==> src/rtl/cp0_pkg.sv <==
// cp0_pkg: shared constants and types for the coprocessor-0 controller.
// Holds CP0 register numbers, ExcCode values, default handler/PRId values,
// SR and Cause bit positions, and the packed SR view used by the arbiter.
package cp0_pkg;

  // CP0 register numbers
  localparam logic [4:0] REG_BADVADDR = 5'd8;
  localparam logic [4:0] REG_SR       = 5'd12;
  localparam logic [4:0] REG_CAUSE    = 5'd13;
  localparam logic [4:0] REG_EPC      = 5'd14;
  localparam logic [4:0] REG_PRID     = 5'd15;

  // ExcCode values
  localparam logic [4:0] EXC_INT  = 5'd0;
  localparam logic [4:0] EXC_ADEL = 5'd4;
  localparam logic [4:0] EXC_ADES = 5'd5;
  localparam logic [4:0] EXC_RI   = 5'd10;
  localparam logic [4:0] EXC_OV   = 5'd12;

  // Default parameter values
  localparam logic [31:0] HANDLER_PC_DEFAULT = 32'h0000_4180;
  localparam logic [31:0] PRID_VALUE_DEFAULT = 32'h2021_1121;

  // SR bit positions
  localparam int SR_IE_BIT  = 0;
  localparam int SR_EXL_BIT = 1;
  localparam int SR_IM_LO   = 10;
  localparam int SR_IM_HI   = 15;

  // Cause bit positions
  localparam int CAUSE_EXC_LO = 2;
  localparam int CAUSE_EXC_HI = 6;
  localparam int CAUSE_IP_LO  = 10;
  localparam int CAUSE_IP_HI  = 15;
  localparam int CAUSE_BD_BIT = 31;

  // Architecturally visible SR fields
  typedef struct packed {
    logic [5:0] im;
    logic       exl;
    logic       ie;
  } sr_t;

endpackage

==> src/rtl/cp0_exc_arb.sv <==
// cp0_exc_arb: combinational exception/interrupt arbiter.
// Ports:
//   sr          - current SR fields (IM, EXL, IE)
//   hw_int      - raw external interrupt lines (not the lagged Cause.IP)
//   exc_code_m  - exception code of the M-stage instruction (0 = none)
//   req         - an interrupt or exception must be taken (before reset gating)
//   is_int      - the request is an interrupt
//   exc_code_sel- ExcCode to record (0 for interrupt)
module cp0_exc_arb
  import cp0_pkg::*;
(
  input  sr_t        sr,
  input  logic [5:0] hw_int,
  input  logic [4:0] exc_code_m,
  output logic       req,
  output logic       is_int,
  output logic [4:0] exc_code_sel
);

  logic int_p;
  logic exc_p;

  always_comb begin
    int_p        = sr.ie & ~sr.exl & (|(hw_int & sr.im));
    exc_p        = (exc_code_m != EXC_INT) & ~sr.exl;
    req          = int_p | exc_p;
    is_int       = int_p;
    // Interrupt wins over a simultaneous exception
    exc_code_sel = int_p ? EXC_INT : exc_code_m;
  end

endmodule

==> src/rtl/cp0_ctrl.sv <==
// cp0_ctrl: coprocessor-0 exception/interrupt controller for the M stage.
// Holds SR, Cause, EPC, PRId and (with CP0_BADVADDR_EN) BadVAddr, drives the
// pipeline-wide flush/redirect request and serves mfc0/mtc0/eret.
// Optional feature macro: CP0_BADVADDR_EN (adds register 8 and bad_vaddr_m).
// Ports:
//   clk, reset        - clock; asynchronous active-low reset
//   cp0_addr/we/wdata - mtc0 register number, write enable, data
//   cp0_rdata         - mfc0 read data, combinational from cp0_addr
//   pc_m, bd_m        - M-stage PC and delay-slot flag
//   exc_code_m        - M-stage exception code (0 = none)
//   eret_m            - eret in M stage
//   hw_int            - level-sensitive interrupt lines
//   bad_vaddr_m       - faulting address (CP0_BADVADDR_EN only)
//   req               - flush all stages and redirect to handler_pc
//   epc_out           - current EPC (eret target)
//   handler_pc        - handler entry PC for the fetch stage
module cp0_ctrl
  import cp0_pkg::*;
#(
  parameter logic [31:0] PRID_VALUE = PRID_VALUE_DEFAULT,
  parameter logic [31:0] HANDLER_PC = HANDLER_PC_DEFAULT
) (
  input  logic        clk,
  input  logic        reset,
  input  logic [4:0]  cp0_addr,
  input  logic        cp0_we,
  input  logic [31:0] cp0_wdata,
  output logic [31:0] cp0_rdata,
  input  logic [31:0] pc_m,
  input  logic        bd_m,
  input  logic [4:0]  exc_code_m,
  input  logic        eret_m,
  input  logic [5:0]  hw_int,
`ifdef CP0_BADVADDR_EN
  input  logic [31:0] bad_vaddr_m,
`endif
  output logic        req,
  output logic [31:0] epc_out,
  output logic [31:0] handler_pc
);

  logic [5:0]  im_q, im_d;
  logic        exl_q, exl_d;
  logic        ie_q, ie_d;
  logic        bd_q, bd_d;
  logic [5:0]  ip_q, ip_d;
  logic [4:0]  exc_code_q, exc_code_d;
  logic [31:0] epc_q, epc_d;
`ifdef CP0_BADVADDR_EN
  logic [31:0] badvaddr_q, badvaddr_d;
  logic        is_int;
`endif

  sr_t         sr;
  logic        arb_req;
  logic [4:0]  exc_sel;
  logic [31:0] pc_al;

  assign sr = '{im: im_q, exl: exl_q, ie: ie_q};

  cp0_exc_arb u_arb (
    .sr           (sr),
    .hw_int       (hw_int),
    .exc_code_m   (exc_code_m),
    .req          (arb_req),
`ifdef CP0_BADVADDR_EN
    .is_int       (is_int),
`else
    .is_int       (),
`endif
    .exc_code_sel (exc_sel)
  );

  // Gating with reset keeps req low while reset is held, even though a
  // pending exception code on the M stage would otherwise request.
  assign req        = reset & arb_req;
  assign epc_out    = epc_q;
  assign handler_pc = HANDLER_PC;
  assign pc_al      = pc_m & 32'hFFFF_FFFC;

  always_comb begin
    im_d       = im_q;
    exl_d      = exl_q;
    ie_d       = ie_q;
    bd_d       = bd_q;
    ip_d       = hw_int;
    exc_code_d = exc_code_q;
    epc_d      = epc_q;
`ifdef CP0_BADVADDR_EN
    badvaddr_d = badvaddr_q;
`endif
    if (req) begin
      // req overrides any same-cycle mtc0 and eret
      exl_d      = 1'b1;
      bd_d       = bd_m;
      exc_code_d = exc_sel;
      epc_d      = bd_m ? (pc_al - 32'd4) : pc_al;
`ifdef CP0_BADVADDR_EN
      if (!is_int && (exc_sel == EXC_ADEL || exc_sel == EXC_ADES))
        badvaddr_d = bad_vaddr_m;
`endif
    end else begin
      if (cp0_we && cp0_addr == REG_SR) begin
        im_d  = cp0_wdata[SR_IM_HI:SR_IM_LO];
        exl_d = cp0_wdata[SR_EXL_BIT];
        ie_d  = cp0_wdata[SR_IE_BIT];
      end
      if (cp0_we && cp0_addr == REG_EPC)
        epc_d = cp0_wdata & 32'hFFFF_FFFC;
      // eret is applied after the mtc0 so it always leaves EXL cleared
      if (eret_m)
        exl_d = 1'b0;
    end
  end

  always_ff @(posedge clk or negedge reset) begin
    if (!reset) begin
      im_q       <= '0;
      exl_q      <= 1'b0;
      ie_q       <= 1'b0;
      bd_q       <= 1'b0;
      ip_q       <= '0;
      exc_code_q <= '0;
      epc_q      <= '0;
`ifdef CP0_BADVADDR_EN
      badvaddr_q <= '0;
`endif
    end else begin
      im_q       <= im_d;
      exl_q      <= exl_d;
      ie_q       <= ie_d;
      bd_q       <= bd_d;
      ip_q       <= ip_d;
      exc_code_q <= exc_code_d;
      epc_q      <= epc_d;
`ifdef CP0_BADVADDR_EN
      badvaddr_q <= badvaddr_d;
`endif
    end
  end

  always_comb begin
    cp0_rdata = '0;
    case (cp0_addr)
`ifdef CP0_BADVADDR_EN
      REG_BADVADDR: cp0_rdata = badvaddr_q;
`endif
      REG_SR: begin
        cp0_rdata[SR_IM_HI:SR_IM_LO] = im_q;
        cp0_rdata[SR_EXL_BIT]        = exl_q;
        cp0_rdata[SR_IE_BIT]         = ie_q;
      end
      REG_CAUSE: begin
        cp0_rdata[CAUSE_BD_BIT]                = bd_q;
        cp0_rdata[CAUSE_IP_HI:CAUSE_IP_LO]     = ip_q;
        cp0_rdata[CAUSE_EXC_HI:CAUSE_EXC_LO]   = exc_code_q;
      end
      REG_EPC:  cp0_rdata = epc_q;
      REG_PRID: cp0_rdata = PRID_VALUE;
      default:  cp0_rdata = '0;
    endcase
  end

endmodule

==> config.mk <==
export PLATFORM = sky130hd
export DESIGN_NAME = cp0_ctrl
export DESIGN_NICKNAME = d
export VERILOG_FILES = /design/src/rtl/cp0_pkg.sv /design/src/rtl/cp0_exc_arb.sv /design/src/rtl/cp0_ctrl.sv
export SDC_FILE = /design/constraint.sdc
export NUM_CORES = 1
export LEC_CHECK = 0
export CAP_MARGIN = 20
export CORE_MARGIN = 3
export CORE_UTILIZATION = 45
export CTS_BUF_LIST = sky130_fd_sc_hd__clkbuf_4
export CTS_CLUSTER_SIZE = 12
export DETAILED_ROUTE_END_ITERATION = 10
export PLACE_DENSITY = 0.89
export RECOVER_POWER = 50
export SYNTH_ARGS = -nofsm -noshare
export SYNTH_HDL_FRONTEND = slang
export SYNTH_HIERARCHICAL = 1
export SYNTH_SLANG_ARGS = --single-unit
==> constraint.sdc <==
create_clock -name clk -period 4.3 [get_ports clk]
set_input_delay 0.86 -clock clk [delete_from_list [all_inputs] [get_ports clk]]
set_output_delay 0.86 -clock clk [all_outputs]
set_load 0.1 [all_outputs]
; Word-level counts from Yosys, hierarchy flattened
; Index checks and enable logic that the tools add are counted.
[word_totals]
regBits = 52
input_bits = 85
out_inout_bits = 97
[classes]
add_sub_neg = 1
n_eq_ne = 4
muxes = 13
n_bitwise = 8
n_reduce_logical = 7
[op_table]
columns = op, count
row1 = $mux W32, 3
row2 = $sub A32 B3 Y32 const B, 1
row3 = $pmux W15 S2, 1
row4 = $pmux W6 S4, 1
row5 = $eq A5 B4 Y1 const B, 4
row6 = $pmux W5 S3, 1
row7 = $and A6 B6 Y6, 1
row8 = $pmux W2 S3, 1
row9 = $pmux W3 S2, 1
row10 = $reduce_or A6 Y1, 1
row11 = $mux W5, 1
row12 = $reduce_bool A5 Y1, 1
row13 = $and A1 B1 Y1, 4
row14 = $mux W1, 3
row15 = $reduce_bool A3 Y1, 1
row16 = $logic_and A1 B1 Y1, 2
row17 = $not A1 Y1, 2
row18 = $pmux W1 S2, 1
row19 = $reduce_and A2 Y1, 1
row20 = $reduce_bool A2 Y1, 1
row21 = $or A1 B1 Y1, 1

; Longest topological paths before layout
; Gate-level depths: netlist of the first run.
[logic_depth]
ltp_word = 7
ltp_mapped = 9

; By module
; The synthesis of the first run kept the hierarchy.
[modules_own_cells]
columns = module, instances, cells_per_inst, area_per_inst_um2
row1 = cp0_ctrl, 1, 408, 3418.3
row2 = cp0_exc_arb, 1, 13, 107.6

; Worst setup path after synthesis of the first run
; OpenSTA, ideal clock, no wires.
[synth_path]
kind = input to output
startpoint = in cp0_addr[0]
endpoint = out cp0_rdata[12]
arrival_ns = 3.700
t_required_ns = 3.440
setup_slack_ns = -0.260
stages = 4
path_cell_list = clkbuf_1 -> clkbuf_1 -> a211oi_1 -> nor3_1
[synth_between]
elab_chain_cells = 2
elab_cells_between_ends = 5
[synth_rtl]
columns = element, line_no
row1 = "start, declared", cp0_ctrl.sv:25  ; input logic [4:0] cp0_addr,
row2 = $eq A5 B4 Y1, cp0_ctrl.sv:144  ; case (cp0_addr)
row3 = $pmux W6 S4 (*), cp0_ctrl.sv:144
row4 = "end, declared", cp0_ctrl.sv:28  ; output logic [31:0] cp0_rdata,
; Every way passes the cells marked *; elsewhere a longest branch is shown, timed or not.

; Worst setup path after layout of the first run
[layout_path]
startpoint = in hw_int[3]
endpoint = out req
[layout_between]
elab_chain_cells = 5
[layout_rtl]
columns = element, line_no
row1 = "start, declared", cp0_ctrl.sv:33  ; input logic [5:0] hw_int,
row2 = $and A6 B6 Y6, cp0_exc_arb.sv:24  ; int_p = sr.ie & ~sr.exl & (|(hw_int & sr.im));
row3 = $reduce_or A6 Y1, cp0_exc_arb.sv:24
row4 = $and A1 B1 Y1, cp0_exc_arb.sv:24
row5 = net u_arb.is_int, cp0_exc_arb.sv:16  ; output logic is_int,
row6 = $or A1 B1 Y1, cp0_exc_arb.sv:26  ; req = int_p | exc_p;
row7 = net arb_req, cp0_ctrl.sv:55  ; logic arb_req;
row8 = $and A1 B1 Y1, cp0_ctrl.sv:76  ; assign req = reset & arb_req;
row9 = "end, declared", cp0_ctrl.sv:37  ; output logic req,
; The timed path passes the listed nets, and every way through them passes these cells.

==> results of run 1 <==
## final timing paths
check / from / to / slack [ns] / cells after the start
worst max-delay path: hw_int[3] / req / 0.58 / 7
worst min-delay path: exc_code_q[3] / exc_code_q[3] / 0.51 / 2
worst max register to register: im_q[3] / epc_out[17] / 1.25 / 8
worst min register to register: exc_code_q[3] / exc_code_q[3] / 0.51 / 2
max in group asynchronous: reset / epc_out[14] / 1.21 / 2
min in group asynchronous: reset / epc_out[23] / 1.55 / 2
## worst register-to-register path: stages (launching register included)
cell,delay [ns]
dfrtp_1,0.41
a22oi_1,0.10
a311oi_1,0.67
o21bai_1,0.21
nand2_1,0.11
inv_1,0.14
clkbuf_2,0.87
and4_1,0.34
a211oi_1,0.05
## cell usage after synthesis (2+ instances only)
| master | n |
|---|---|
| inv_1 | 4 |
| nor2_1 | 38 |
| a22oi_1 | 7 |
| or4_1 | 8 |
| o21ai_0 | 9 |
| o31ai_1 | 5 |
| nand4_1 | 8 |
| mux2i_1 | 7 |
| or2_2 | 2 |
| nand2_1 | 40 |
| clkbuf_1 | 24 |
| nor4_1 | 8 |
| and2_1 | 15 |
| and3_1 | 26 |
| nand3_1 | 2 |
| dfrtp_1 | 50 |
| a31oi_1 | 19 |
| mux2_2 | 7 |
| xor2_1 | 7 |
| nor2b_1 | 10 |
| or3_1 | 10 |
| buf_4 | 34 |
| nor3_1 | 8 |
| xnor2_1 | 5 |
| a21oi_1 | 17 |
| conb_1 | 2 |
| a211oi_1 | 28 |
## power by group through the flow
| stage | Clock (uW) | Combinational, uW | Sequential, uW |
|---|---|---|---|
| 4_1_cts | 226 | 1220 | 658 |
| 6_report | 223 | 1200 | 657 |
| 2_1_floorplan | 0 | 407 | 1140 |
| 5_1_grt | 252 | 1250 | 669 |
| 3_3_place_gp | 0 | 1210 | 660 |
| 3_5_place_dp | 0 | 1220 | 667 |
## cells in the final DEF, fill, tap and decap left out, types with 9 or more instances in the layout
cell type,synthesis,layout
or3_1,10,10
a21oi_1,17,17
nor2_1,38,38
nor2b_1,10,10
dfrtp_1,50,50
and2_1,15,15
clkdlybuf4s50_1,0,88
conb_1,2,34
a211oi_1,28,28
nand2_1,40,40
a31oi_1,19,19
dlygate4sd3_1,0,23
buf_12,0,27
o21ai_0,9,9
and3_1,26,26
buf_4,34,13
## layer usage
layer	GRT usage	up-vias	wire (um)
met3	0.0335	27	993
met2	0.450	225	5990
li1	-	1734	-
met4	0.107	0	343
met5	0	-	0
met1	0.359	1785	4740
## area by class of cell
class,count,area [sq um],share of cell area
well taps,99,124,0.0238
inverters,4,15.0,0.00288
clock buffers,5,37.5,0.00720
flip-flops and latches,50,1250,0.240
repair buffers,155,1770,0.339
multi-input cells,338,2000,0.384
clock inverters,3,20.0,0.00384
## metrics by stage
| stage | power [uW] | util |
|---|---|---|
| 6_report | 2080 | 0.704 |
| 2_1_floorplan | 1550 | - |
| 4_1_cts | 2110 | 0.708 |
| 3_5_place_dp | 1890 | 0.700 |
| 3_3_place_gp | 1870 | 0.700 |
| 5_1_grt | 2170 | 0.704 |
## sequential cells by signal, indices dropped and copies added, names as in the netlist
register    count
ip_q            6
bd_q            1
exc_code_q      5
im_q            6
ie_q            1
epc_out        30
exl_q           1
## kinds of logic after synthesis
group                    share of synthesized area
XOR/XNOR                                    0.0298
multiplexers                                0.0422
AO/OA/AOI/OAI                                0.177
buffers and inverters                        0.108
AND/OR/NAND/NOR                              0.283
flip-flops                                   0.355
other                                      0.00213
adder cells (fa/ha/maj)                    0.00355
==> flow_results.org, run 1 <==
** Run status
- Result of the run :: finished, violations left
- The final reports fail on max-capacitance violations, max-slew violations.

** Routing
- For this run, design rule violations remaining after detail routing come to 0.
- Remaining number of nets flagged by the antenna check after routing :: 0
- For this run, the detailed router's first-pass iteration total came to 5.
- Wire per inst :: 18.4 um
- Drt via density :: 5.77
- The routed layout has 3771 vias.
- DR iter-0 viols :: 321
- For this block, the routed nets add up to 12100 um of wire.

** Global route
- Congestion Overflow GR :: 0
- For this run, the total global-route usage over all layers was measured as 0.270.
- The first global-routing pass estimated 19100 um of wire.
- The initial antenna violation count came to 0.
- Via count of the first global-routing pass :: 3702
- Entering global routing, the biggest net connects 58 pins.

** Synthesis
- Synthesis inferred 50 register bits.
- Share of flip-flops with an asynchronous set or reset :: 1.00
- Synth top area cells :: dfrtp_1 35%, buf_4 7.2%, a211oi_1 6.0%, and3_1 4.6%, nand2_1 4.3%
- The synthesized netlist occupies a cell area of 0.00353 sq mm.
- Post-synthesis cell type with the largest combined area :: dfrtp_1
- Leading register cell type out of synthesis :: dfrtp_1
- Area share of the largest cell type after synthesis :: 0.355
- Yosys mapped the design onto 48 distinct sky130hd cell types.
- Synthesis produced a netlist whose cell count is 421.
- Number of flops mapped to enable cells by yosys :: 0
- A synthesized cell averages 8.38 sq um.
- Part of the Yosys area used for sequential elements :: 0.355
- Yosys printed 6 warnings.

** Critical path
- The critical path goes through dlygate4sd3_1 -> a22oi_1 -> a311oi_1 -> o21bai_1 -> nand2_1 -> inv_1 -> buf_12.
- Startpoint class of the critical path :: input pin
- STA classifies the critical path endpoint as an output pin.
- Required time of the worst setup path :: 3.44 ns
- In this run the worst path has a maximum fanout of 6.
- Cell type group with the largest total delay on the critical path :: compound AO/OA/AOI/OAI gates
- The critical path contains buffers and inverters numbering 3 combined.
- The largest individual stage delay along the critical path comes from the cell a311oi_1.
- Peak per-stage delay on the critical path :: 0.67 ns
- Data arrives at the worst endpoint at 2.86 ns.
- The worst setup path is of the input pin to output pin kind.

** STA
- The worst path needs 3.72 ns of the cycle, external delays included.
- The final number of hold-violating endpoints is 0.
- Hold slack final :: 0.505 ns
- Of the available clock period, the critical path in the final layout requires 0.865.
- Actual slew at the worst max-slew pin :: 2.77 ns
- Across the routed clock network, the largest skew measured is 0.00602 ns.
- Final setup violating endpoints :: 0
- The max-slew violation count was 51.
- Sum of negative setup slack :: 0 ns
- Setup slack on the critical path of the routed design comes to 0.583 ns.
- Slew Limit Headroom :: -0.847
- Setup repair after global routing missed its margin :: false
- Achievable clock frequency :: 0.269 GHz

** Finish
- The finished cells cover 0.00522 sq mm.
- Ant diodes :: 0
- Fill cells :: 568
- Final nets :: 640
- Post-Layout Cell Count :: 654
- In the final layout, the share of cells above drive strength 1 is 0.112.
- Area delta synth->final :: 47.9%

** Clock tree
- In this run the clock root is driven by a clkbuf_4.
- Count of H-tree levels built during CTS :: 2
- Hold repair after CTS inserted 0 buffers.
- Clock tree synthesis found a total of 50 sinks.
- Number of buffers created by CTS :: 5
- Clock tree from TritonCTS :: yes
- Insertion delay of the later-clocked pin in the worst-skew pair :: 0.37 ns
- Post CTS Setup Buffer Count :: 0
- CTS Buffer Depth :: 2
- The number of gates resized after CTS was 0.
- Clock-pin slew was measured on the worst setup and hold paths at 0.15 ns.

** Power
- Power density over the cells :: 400 mW/mm^2
- Of the total power, the share spent switching nets is 0.558.
- For this design the static power due to leakage is 0.00216 uW.
- Internal :: 921 uW
- Of the total power, registers draw 0.315.
- Part of the total power dissipated in combinational logic :: 0.577
- Of the total power, the clock network draws 0.107.
- Largest vdd supply drop :: 0.206 mV
- Switching power :: 1160 uW

** Placed design
- Prior to clock tree synthesis, the placed netlist has a worst setup slack of 0.605 ns.
- Final estimated routing congestion in global placement :: 0.879
- Dpl hpwl :: 9400 um
- Summing all placed instances gives a cell area of 0.00519 sq mm.
- Number of cells after detailed placement :: 646
- Buffers placed on the I/O ports in this run total 145.

** Floorplan
- For this configuration, the core starts out at a cell density of 0.476.
- Die height :: 94.5 um
- From left edge to right edge, the die measures 94.5 um.
- Number of placement rows :: 31
- Total I/O pin count :: 182
- The die covers 0.00893 sq mm.
- Core Area :: 0.00741 sq mm

** Run
- Max cap viols :: 1

** Worst hold path
- Class of the tightest hold or removal check :: flop to flop
No activity file was read; power rests on OpenSTA's default activity.
==> run 2: changes to the inputs <==
--- a/config.mk
+++ b/config.mk
@@ -7,11 +7,11 @@
 export LEC_CHECK = 0
 export CAP_MARGIN = 20
 export CORE_MARGIN = 3
-export CORE_UTILIZATION = 45
+export CORE_UTILIZATION = 37
 export CTS_BUF_LIST = sky130_fd_sc_hd__clkbuf_4
 export CTS_CLUSTER_SIZE = 12
 export DETAILED_ROUTE_END_ITERATION = 10
-export PLACE_DENSITY = 0.89
+export PLACE_DENSITY = 0.79
 export RECOVER_POWER = 50
 export SYNTH_ARGS = -nofsm -noshare
 export SYNTH_HDL_FRONTEND = slang
==> constraint.sdc (replaced) <==
create_clock -name clk -period 3.2 [get_ports clk]
set_input_delay 0.64 -clock clk [delete_from_list [all_inputs] [get_ports clk]]
set_output_delay 0.64 -clock clk [all_outputs]
set_load 0.1 [all_outputs]
==> run 2 against run 1 <==
The flow now finishes without violations. Largest cell class unchanged. Design area is 2.9% higher. Die area grew 20%. Global-route usage shrank 4.8 points.
==> flow_results.org, run 2 (synthesis gave the netlist of run 1 again) <==
** Global route
- The first global-routing pass estimated 19400 um of wire.
- The number of global-route vias before repair was 3709.
- Entering global routing, the biggest net connects 51 pins.
- For this run, the total global-route usage over all layers was measured as 0.222.
- The total overflow left after global routing is 0.
- Antenna violations before repair :: 1

** Floorplan
- Die height :: 104 um
- Starting Density :: 0.393
- Die area :: 0.0107 sq mm
- The total area inside the core boundary comes to 0.00898 sq mm.
- Pin placement for this block handled 182 I/O pins.
- The floorplan has 34 rows.
- In this run the horizontal extent of the chip is 104 um.

** Finish
- For this run, the post-layout net count is 652.
- Commonest non-fill, non-tap cells in the layout :: 76 x clkdlybuf4s50_1, 50 x dfrtp_1, 40 x nand2_1
- The register with the most flip-flops in the layout has 30 of them.
- Ratio of cells with drive above 1 in the final layout :: 0.175
- For this run, the share of the core covered by cells in the final layout is 0.598.
- Most frequent standard cell in the layout excluding fill and tap cells :: clkdlybuf4s50_1
- Relative to the synthesized area, the layout overhead comes to 52.1%.

** Routing
- Wire per inst :: 18.1 um
- Vias :: 3785
- # DRC :: 0
- DR iter-0 viols :: 242
- Drt via density :: 5.45
- Remaining number of nets flagged by the antenna check after routing :: 0
- DRT Pass-1 Iters :: 5
- The final layout contains routed wiring with a total length of 12500 um.

** Critical path
- Kind of critical path :: input pin to output pin
- STA classifies the critical path startpoint as an input pin.
- Largest driver fanout on the critical path :: 4
- Worst setup path startpoint :: hw_int[3]
- Required time of the worst setup path :: 2.56 ns
- Critical register-to-register path startpoint :: im_q[1]
- On the worst path, the slowest cell contributes a delay of 0.56 ns.
- Critical-path cell with the highest stage delay :: dlygate4sd3_1
- Cells along the critical path :: dlygate4sd3_1 -> a22oi_1 -> a311oi_4 -> o21bai_1 -> nand2_1 -> inv_1 -> buf_12
- STA classifies the critical path endpoint as an output pin.
- Data arrival, critical path :: 2.43 ns

** STA
- Timing would allow up to 0.325 GHz.
- Final Max Slew Viols :: 0
- The final number of hold-violating endpoints was 0.
- In this run the tightest slew margin relative to its limit is 0.152.
- Final setup violating endpoints :: 0
- At the pin with the least slew margin, the transition time is 1.27 ns.
- For the finished layout, the period the worst path requires is 3.07 ns.
- In the post-route analysis, the smallest setup slack over all paths is 0.127 ns.
- Tcrit/Tclk final :: 0.960
- Setup repair after global routing left no endpoint under its margin.
- Between clock sinks in the finished design, the worst skew comes to 0.0129 ns.

** Clock tree
- The H-tree was split into 2 levels.
- Insertion delay of the later-clocked pin in the worst-skew pair :: 0.38 ns
- Post CTS Setup Buffer Count :: 0
- Clock slew at reported path FFs :: 0.16 ns
- Number of buffers inserted by hold repair at cts :: 0
- TritonCTS built the clock tree.
- Counting every sink on the clock net gives 50.
- Post-cts gate resize count :: 0
- The clock passes through at most 2 buffers.
- The number of clock buffers added by TritonCTS is 5.
- CTS Root Buffer Type :: clkbuf_4

** Placed design
- Worst setup timing slack at the placement stage :: 0.105 ns
- Quantity of I/O buffers inserted on ports :: 145
- Dpl hpwl :: 9710 um
- At the end of routability-driven placement, the weighted congestion stood at 0.836.

** Power
- Overall power consumption after layout is estimated at 2920 uW.
- Leakage power :: 0.00220 uW
- Power spread over the standard cell area amounts to 545 mW/mm^2.
- Largest vdd supply drop :: 0.212 mV

** Worst hold path
- The worst hold path belongs to the class flop to flop.
- Worst min-delay path startpoint :: exc_code_q[3]

** Run
- Max cap viols :: 0

** Run status
- Result of the run :: finished, final reports clean
==> run 2: changes by cell type in the layout (fill, tap and decap cells not counted), moves of 2 or more <==
cell             delta
a21oi_1             -2
a21oi_2             +2
buf_12              +6
buf_4              +13
bufinv_16           +2
clkbuf_1           +23
clkdlybuf4s50_1    -12
dlygate4sd3_1      -18
nor2_1             -14
nor2_2             +14
==> run 2: area by class of cell <==
type	instances	area [sq um]
flip-flops and latches	50	1250
well taps	126	158
clock buffers	5	37.5
fillers	780	3610
multi-input cells	338	2060
diodes	1	2.50
repair buffers	167	1770
clock inverters	3	68.8
inverters	4	15.0
==> run 2: path summary, 6_finish.rpt <==
path                       slack (ns)  depth (start not counted)            end
setup / recovery                 0.13                          7            req
hold reg to reg                  0.51                          2  exc_code_q[3]
setup reg to reg                 0.89                          9    epc_out[26]
min in group asynchronous        0.63                          2    epc_out[21]
hold / removal                   0.51                          2  exc_code_q[3]
max in group asynchronous        1.81                          2    epc_out[19]
==> run 2: routing by layer <==
| metal | global-route usage | vias up | share of wire |
|---|---|---|---|
| met5 | 0 | - | 0 |
| met1 | 0.274 | 1815 | 0.40 |
| met4 | 0.0959 | 0 | 0.036 |
| met2 | 0.385 | 189 | 0.50 |
| li1 | - | 1754 | - |
| met3 | 0.0354 | 27 | 0.061 |
==> run 2: per-stage QoR <==
step / instances / area [sq um] / TNS, ns / hold WS [ns]
after floorplan: 453 / 3690 / -0.0673 / 0.344
after global placement: 685 / 5350 / 0 / 0.462
after detailed placement: 685 / 5350 / 0 / 0.479
after CTS: 693 / 5460 / 0 / 0.380
after global routing: 694 / 5360 / 0 / 0.542
final: 694 / 5360 / 0 / 0.514
==> run 2: worst max-delay path: cells and delay by family <==
| kind | cells | cell delay (ns) |
|---|---|---|
| buffers and inverters | 3 | 0.89 |
| AO/OA/AOI/OAI | 3 | 0.66 |
| AND/OR/NAND/NOR | 1 | 0.23 |
==> run 2: report_power, final <==
part           internal, uW  total [uW]  switching [uW]
sequential              763         884             121
clock                   245         470             225
combinational           325        1570            1240
==> run 3: changes to the inputs <==
--- a/config.mk
+++ b/config.mk
@@ -7,12 +7,14 @@
 export LEC_CHECK = 0
 export CAP_MARGIN = 20
 export CORE_MARGIN = 3
-export CORE_UTILIZATION = 37
+export CORE_UTILIZATION = 50
 export CTS_BUF_LIST = sky130_fd_sc_hd__clkbuf_4
 export CTS_CLUSTER_SIZE = 12
 export DETAILED_ROUTE_END_ITERATION = 10
-export PLACE_DENSITY = 0.79
+export DONT_BUFFER_PORTS = 1
+export PLACE_DENSITY = 0.68
 export RECOVER_POWER = 50
+export SLEW_MARGIN = 0
 export SYNTH_ARGS = -nofsm -noshare
 export SYNTH_HDL_FRONTEND = slang
 export SYNTH_HIERARCHICAL = 1
==> run 3 against run 2 <==
The run now ends with max-capacitance violations, max-slew violations left. Sequential cell count did not move. Cell count is 18% lower. Global-route usage increased by 3.8 points. Critical path type is now flop to output pin. Largest cell class unchanged. Largest power group unchanged.
==> flow_results.org, run 3 (synthesis gave the netlist of run 1 again) <==
** Run status
- The flow ran to the end, but the final reports show violations.
- The final reports fail on max-capacitance violations, max-slew violations.

** Global route
- Via count of the first global-routing pass :: 3418
- First-pass GRT wire length :: 17300 um
- Across every metal layer, demand over resource in global routing totals 0.260.
- Entering global routing, the biggest net connects 51 pins.
- Congestion Overflow GR :: 0
- The initial antenna violation count came to 0.

** STA
- Actual slew at the worst max-slew pin :: 2.24 ns
- Setup repair after global routing left no endpoint under its margin.
- Achievable clock frequency :: 0.339 GHz
- Tcrit/Tclk final :: 0.921
- The max-slew violation count was 51.
- Worst clock skew :: 0.0159 ns
- The worst pin sits at a relative slew slack of -0.494.
- Final critical-path required period :: 2.95 ns
- Setup slack after layout :: 0.251 ns
- Final hold violation count :: 0
- Setup violations remaining at the end of the flow were counted as 0.

** Clock tree
- Count of H-tree levels built during CTS :: 2
- Clock tree from TritonCTS :: yes
- In this run, post-CTS repair resized a total of 0 instances.
- In this run the clock root is driven by a clkbuf_4.
- Insertion delay of the later-clocked pin in the worst-skew pair :: 0.38 ns
- Clock slew at reported path FFs :: 0.16 ns
- CTS Buffer Depth :: 2
- The number of hold buffers added after CTS was 1.
- Counting every sink on the clock net gives 50.
- Post CTS Setup Buffer Count :: 0
- Number of buffers created by CTS :: 5

** Finish
- Leaving out fill and tap cells, the most frequent cell in the layout is dfrtp_1.
- Ratio of cells with drive above 1 in the final layout :: 0.197
- Fill cells :: 612
- The register with the most flip-flops in the layout has 30 of them.
- After the last flow step, the layout net total stands at 561.
- Area delta synth->final :: 18.9%
- In the layout the commonest cells are 50 x dfrtp_1, 40 x nand2_1, 39 x buf_4.
- 0 antenna diodes ended up in the layout.

** Routing
- The first TritonRoute pass finished after 4 iterations.
- In this run, the number of DRC markers left after iteration 0 of detailed routing was 153.
- Vias :: 3379
- Drt via density :: 5.94
- Wire per inst :: 19.0 um
- # DRC :: 0
- The final layout contains routed wiring with a total length of 10800 um.
- The count of nets left with antenna violations once routing finished came out at 0.

** Power
- Leakage power :: 0.00179 uW
- In this run the power density over the cells is 619 mW/mm^2.
- VDD sags by at most 0.286 mV.
- Tot Pwr :: 2590 uW

** Critical path
- STA classifies the critical path endpoint as an output pin.
- Required time of the worst setup path :: 2.56 ns
- Largest driver fanout on the critical path :: 3
- Startpoint class of the critical path :: flop
- Data arrival, critical path :: 2.31 ns
- Kind of critical path :: flop to output pin

** Floorplan
- Starting Density :: 0.534
- The floorplan step defined a die boundary enclosing 0.00810 sq mm.
- From bottom edge to top edge, the die measures 90.0 um.
- Row generation in the floorplan step produced 29 rows.
- During I/O placement, the number of pins put on the boundary was 182.
- Core Area :: 0.00660 sq mm
- The die is 90.0 um wide.

** Run
- Max cap viols :: 1

** Placed design
- Dpl hpwl :: 8190 um
- OpenSTA, run right after detailed placement, puts the worst setup slack at 0.507 ns.
- Quantity of I/O buffers inserted on ports :: 0
- Final estimated routing congestion in global placement :: 0.857

** Worst hold path
- Class of the tightest hold or removal check :: input pin to flop
[run 3: changes by cell type in the layout (fill, tap and decap cells not counted), sizes merged, moves of 2 or more]
cell           delta
buf               -5
bufinv            -2
dlygate4sd3       -5
clkbuf            -6
clkdlybuf4s50    -76
[run 3: final timing paths]
| path | depth (start not counted) | slack (ns) | startpoint | end |
|---|---|---|---|---|
| max | 4 | 0.25 | epc_out[8] | cp0_rdata[8] |
| min | 0 | 0.26 | hw_int[4] | ip_q[4] |
| max reg2reg | 6 | 1.01 | im_q[2] | im_q[4] |
| min reg2reg | 2 | 0.50 | exc_code_q[0] | exc_code_q[0] |
| max in group asynchronous | 1 | 0.91 | reset | epc_out[4] |
| min in group asynchronous | 1 | 1.02 | reset | ip_q[4] |
[run 3: final cells by class]
| class | instances | area (sq um) | area share |
|---|---|---|---|
| Multi-Input combinational cell | 338 | 2070 | 0.493 |
| Clock inverter | 3 | 21.3 | 0.00507 |
| Timing Repair Buffer | 76 | 684 | 0.163 |
| Inverter | 4 | 15.0 | 0.00358 |
| Tap cell | 93 | 116 | 0.0277 |
| Sequential cell | 50 | 1250 | 0.298 |
| Clock buffer | 5 | 37.5 | 0.00895 |
[run 3: stage by stage]
step | util | std cells | hold WS, ns | setup TNS (ns) | cell area [sq um]
finish | 0.635 | 569 | 0.265 | 0 | 4190
global route | 0.635 | 569 | 0.224 | 0 | 4190
detailed placement | 0.636 | 560 | 0.347 | 0 | 4200
global placement | 0.636 | 560 | 0.347 | 0 | 4200
floorplan | - | 453 | 0.344 | -0.0673 | 3690
CTS | 0.649 | 569 | 0.0903 | 0 | 4290
[run 3: power by group]
| group | total (uW) | switching [uW] | internal [uW] |
|---|---|---|---|
| logic | 1470 | 1240 | 232 |
| clock network | 304 | 218 | 86.1 |
| registers | 821 | 60.1 | 761 |
| total | 2590 | 1520 | 1080 |
[run 3: routing by layer]
| layer | vias to the layer above | global-route usage | part of all wire |
|---|---|---|---|
| li1 | 1574 | - | - |
| met1 | 1628 | 0.317 | 0.40 |
| met5 | - | 0 | 0 |
| met3 | 15 | 0.0684 | 0.090 |
| met4 | 0 | 0.0765 | 0.017 |
| met2 | 162 | 0.453 | 0.49 |
[run 3: critical path: stages, from the launching register on]
cell	delay [ns]
dfrtp_1	0.35
clkbuf_1	1.02
nor2_1	0.14
nor2_2	0.14
buf_4	0.30
